$ cat src/rtl/tdc_pkg.sv
// Shared types and constants for the TDC capture controller.
// Holds the FSM states, default sizes and the fine-code width derivation.
package tdc_pkg;

    typedef enum logic [1:0] {
        IDLE,
        ARMED,
        CONVERT,
        OUTPUT
    } tdc_state_t;

    localparam int NFF_DEFAULT = 32;
    localparam int CW_DEFAULT  = 16;

    function automatic int clog2(input int v);
        int r;
        r = 0;
        for (int i = 0; i < 31; i++) begin
            if ((1 << i) < v) r = i + 1;
        end
        return r;
    endfunction

    function automatic int fw_of(input int nff);
        return clog2(nff + 1);
    endfunction

endpackage

$ cat src/rtl/tdc_popcount.sv
// Combinational ones-count of a thermometer word.
// Counting ones rather than locating the edge tolerates bubbles.
module tdc_popcount
    import tdc_pkg::*;
#(
    parameter int NFF = NFF_DEFAULT,
    localparam int FW = fw_of(NFF)
) (
    input  logic [NFF-1:0] bits,
    output logic [FW-1:0]  count
);

    always_comb begin
        count = '0;
        for (int i = 0; i < NFF; i++) begin
            count = count + FW'(bits[i]);
        end
    end

endmodule

$ cat src/rtl/tdc_capture_ctrl.sv
// TDC hit capture: coarse count plus popcount fine code,
// delivered over a valid/ready handshake with overflow detection.
module tdc_capture_ctrl
    import tdc_pkg::*;
#(
    parameter int NFF = NFF_DEFAULT,
    parameter int CW  = CW_DEFAULT,
    localparam int FW = fw_of(NFF)
) (
    input  logic           clk,
    input  logic           rst_n,
    input  logic           arm,
    input  logic [NFF-1:0] thermo,
    input  logic           out_ready,
    output logic           ts_valid,
    output logic [CW-1:0]  ts_coarse,
    output logic [FW-1:0]  ts_fine,
    output logic           busy,
    output logic           overflow
);

    tdc_state_t     state;
    tdc_state_t     state_nx;
    logic [CW-1:0]  cnt;
    logic [NFF-1:0] thermo_q;
    logic [NFF-1:0] cap;
    logic [FW-1:0]  pc;
    logic           hit;
    logic           sat;
    logic           enter_armed;

    tdc_popcount #(.NFF(NFF)) u_pc (
        .bits  (cap),
        .count (pc)
    );

    // Rising edge of the earliest tap; disarming wins over a hit.
    assign hit = (state == ARMED) && arm && !thermo_q[0] && thermo[0];
    assign sat = (cnt == '1);
    assign enter_armed = (state_nx == ARMED) && (state != ARMED);

    assign ts_valid = (state == OUTPUT);
    assign busy     = (state != IDLE);

    always_comb begin
        state_nx = state;
        overflow = 1'b0;
        unique case (state)
            IDLE: begin
                if (arm) state_nx = ARMED;
            end
            ARMED: begin
                if (!arm) begin
                    state_nx = IDLE;
                end else if (hit) begin
                    state_nx = CONVERT;
                end else if (sat) begin
                    state_nx = IDLE;
                    overflow = 1'b1;
                end
            end
            CONVERT: begin
                state_nx = OUTPUT;
            end
            OUTPUT: begin
                if (out_ready) state_nx = arm ? ARMED : IDLE;
            end
            default: begin
                state_nx = IDLE;
            end
        endcase
    end

    always_ff @(posedge clk) begin
        if (!rst_n) begin
            state     <= IDLE;
            cnt       <= '0;
            thermo_q  <= '0;
            cap       <= '0;
            ts_coarse <= '0;
            ts_fine   <= '0;
        end else begin
            state <= state_nx;
            if (enter_armed) begin
                cnt      <= '0;
                thermo_q <= thermo;
            end else if (state == ARMED) begin
                cnt      <= cnt + CW'(1);
                thermo_q <= thermo;
            end
            if (hit) begin
                cap       <= thermo;
                ts_coarse <= cnt;
            end
            if (state == CONVERT) ts_fine <= pc;
        end
    end

endmodule

$ cat config.mk
export PLATFORM = sky130hd
export DESIGN_NAME = tdc_capture_ctrl
export DESIGN_NICKNAME = d
export VERILOG_FILES = /design/src/rtl/tdc_pkg.sv /design/src/rtl/tdc_popcount.sv /design/src/rtl/tdc_capture_ctrl.sv
export SDC_FILE = /design/constraint.sdc
export NUM_CORES = 1
export LEC_CHECK = 0
export ABC_AREA = 0
export CAP_MARGIN = 10
export CORE_AREA = 2 2 91 93
export CTS_CLUSTER_DIAMETER = 50
export DETAILED_ROUTE_END_ITERATION = 16
export DIE_AREA = 0 0 93 95
export GPL_ROUTABILITY_DRIVEN = 0
export PLACE_DENSITY = 0.75
export SKIP_CTS_REPAIR_TIMING = 1
export SLEW_MARGIN = 30
export SYNTH_ARGS = -nofsm -noshare
export SYNTH_HDL_FRONTEND = slang
export SYNTH_SLANG_ARGS = --single-unit
$ cat constraint.sdc
create_clock -name clk -period 4.7 [get_ports clk]
set_input_delay 0.47 -clock clk [delete_from_list [all_inputs] [get_ports clk]]
set_output_delay 0.47 -clock clk [all_outputs]
set_load 0.01 [all_outputs]
==> results.tsv <==
metric	value	unit
status	complete, but fails checks	
failing checks	negative setup slack	
Worst Path Arrival	5050	ps
Hold Crit Class	flop to flop	
Layout area overhead	26.3	%
max_cap viols	0	
GR Overflow Total	0	
vias	2995	
syn nets	506	
antenna-violating nets left	0	
asr flop ratio synth	0	%
TNS Setup	-125	ps
top-area cell type share of the netlist area	40.2	%
RSZ-0062 raised after global routing	true	
die area	8840	sq um
initial DRC count	79	
Fin Hold WS	455	ps
top_reg_cell synth	dfxtp_1	
worst-case clock skew	13.1	ps
area leader, netlist	dfxtp_1	
Mapped Cells	437	
chip height	95	um
# DRC	0	
Avg Synthesized Cell Area	8.32	sq um
most common cell in the netlist	nand2_1	
clk sink count	73	
drt wl/cell	13.2	um
Root Driver	clkbuf_8	
Setup crit end kind	flop	
fin crit period	4830	ps
Util after Layout	57.9	%
most common library cells after synthesis	110 x nand2_1, 73 x dfxtp_1, 59 x a21oi_1	
IO buf count	60	
Final Hold Vio Count	0	
drt first pass iters	4	
vias in the first global route	2986	
share of layout cells above drive strength 1	7.69	%
Synth warnings	0	
post-synthesis cell type count	42	
crit share post-route	103	%
Worst-Margin Slew	863	ps
drt via density	5.00	
TritonCTS buffer count	9	
pwr/cell area	280	nW/um^2
setup violators final	1	
Pins Over Slew Limit	0	
total power	1.29	mW
Fillers	726	
Core Rows	33	
Seq/Total Area, Yosys	40.2	%
first-pass GRT wire length	13200	um
CTS tree	done	
CP Launch Type	flop	
cell area after synthesis	3640	sq um
initial antenna violation count	0	
Rel. slew slack	42.1	%
IO Count	61	
IR drop worst, VDD	0.171	mV
CP Max Fanout	2	
leakage dissipation	1.64	nW
Synth area leaders	dfxtp_1 40%, fa_1 13%, nand2_1 11%	
H-Tree Depth	3	
number of flops mapped to enable cells by yosys	0	
pin count of the biggest net entering global routing	49	
critical path required time	4930	ps
Final WS setup	-125	ps
ANT cells	0	
Die W	93	um
Post-DP HPWL	5670	um
Worst-path clk slew	70	ps
Yosys reg bits	73	
core area	7930	sq um
clk_lat worst skew	340	ps
drt total wl	7910	um
clock buffer depth	2	
worst setup path category	flop to flop	
Global Route Usage Sum	18.9	%
fmax	207	MHz
Final #Nets	559	
Starting Density	45.9	%
==> per-layer routing <==
metal  part of all wire, %  routed length (um)  vias up  track usage (%)
met3                   4.0                 317        8             3.51
met2                    51                4030       63             34.3
li1                      -                   -     1510                -
met4                  0.92                  73        0             5.51
met1                    44                3490     1414             22.8
met5                     0                   0        -                0
==> worst max-delay path, cell delays in order (launching register included) <==
cell and delay, ps:
dfxtp_2 340, ha_4 260, inv_2 30, fa_1 500
fa_1 430, fa_1 530, fa_1 430, fa_1 470
fa_1 550, fa_2 210, inv_2 40, fa_2 350
a21o_1 200, a21oi_2 140, mux2i_1 190, nand2_1 60
==> layout make-up <==
| class | instances | area (sq um) | share of cell area, % |
|---|---|---|---|
| multi-input combinational | 297 | 1980 | 43.2 |
| inverter | 46 | 173 | 3.76 |
| timing repair buffer | 63 | 639 | 13.9 |
| clock buffer | 11 | 151 | 3.30 |
| tap | 105 | 131 | 2.86 |
| clock inverter | 4 | 51.3 | 1.12 |
| sequential | 73 | 1460 | 31.9 |
==> final timing paths <==
path	depth (start not counted)	from	slack, ps	to
hold / removal	2	cap[31]$_SDFFE_PN0P_	460	cap[31]$_SDFFE_PN0P_
setup reg to reg	15	cap[1]$_SDFFE_PN0P_	-130	ts_fine[4]$_SDFFE_PN0P_
setup / recovery	15	cap[1]$_SDFFE_PN0P_	-130	ts_fine[4]$_SDFFE_PN0P_
hold reg to reg	2	cap[31]$_SDFFE_PN0P_	460	cap[31]$_SDFFE_PN0P_
==> registers in the layout, summed over array words and instances (netlist names) <==
name	flops
cnt	16
ts_coarse	16
thermo_q	1
ts_fine	6
cap	32
state	2
==> placed cells by master, fill, tap and decap left out, drive strengths merged, types with 9 or more instances in the layout <==
master	instances
clkdlybuf4s50	60
nand2	110
clkbuf	11
dfxtp	73
nand3	13
nor2	14
ha	9
inv	46
fa	24
a21oi	59
==> cells by family after synthesis <==
| logic type | share of synthesized area (%) |
|---|---|
| and+or+nand+nor | 21.7 |
| AOI/OAI and AO/OA | 12.2 |
| DFF | 40.2 |
| buffers and inverters | 7.09 |
| adders and majority gates | 16.3 |
| xor gates and xnor gates | 1.93 |
| muxes | 0.551 |
==> per-stage QoR <==
stage | instance area [sq um] | instances | setup WS, ps
3_5_place_dp | 4330 | 584 | -144
2_1_floorplan | 3640 | 437 | 14.6
5_1_grt | 4590 | 599 | -274
4_1_cts | 4540 | 599 | -157
6_report | 4590 | 599 | -125
3_3_place_gp | 4330 | 584 | -52.8
==> where the power goes <==
part           switching [mW]  internal, mW
Combinational          0.0717        0.0707
Sequential            0.00946         0.627
Clock                   0.235         0.273
No activity file was read; power rests on OpenSTA's default activity.
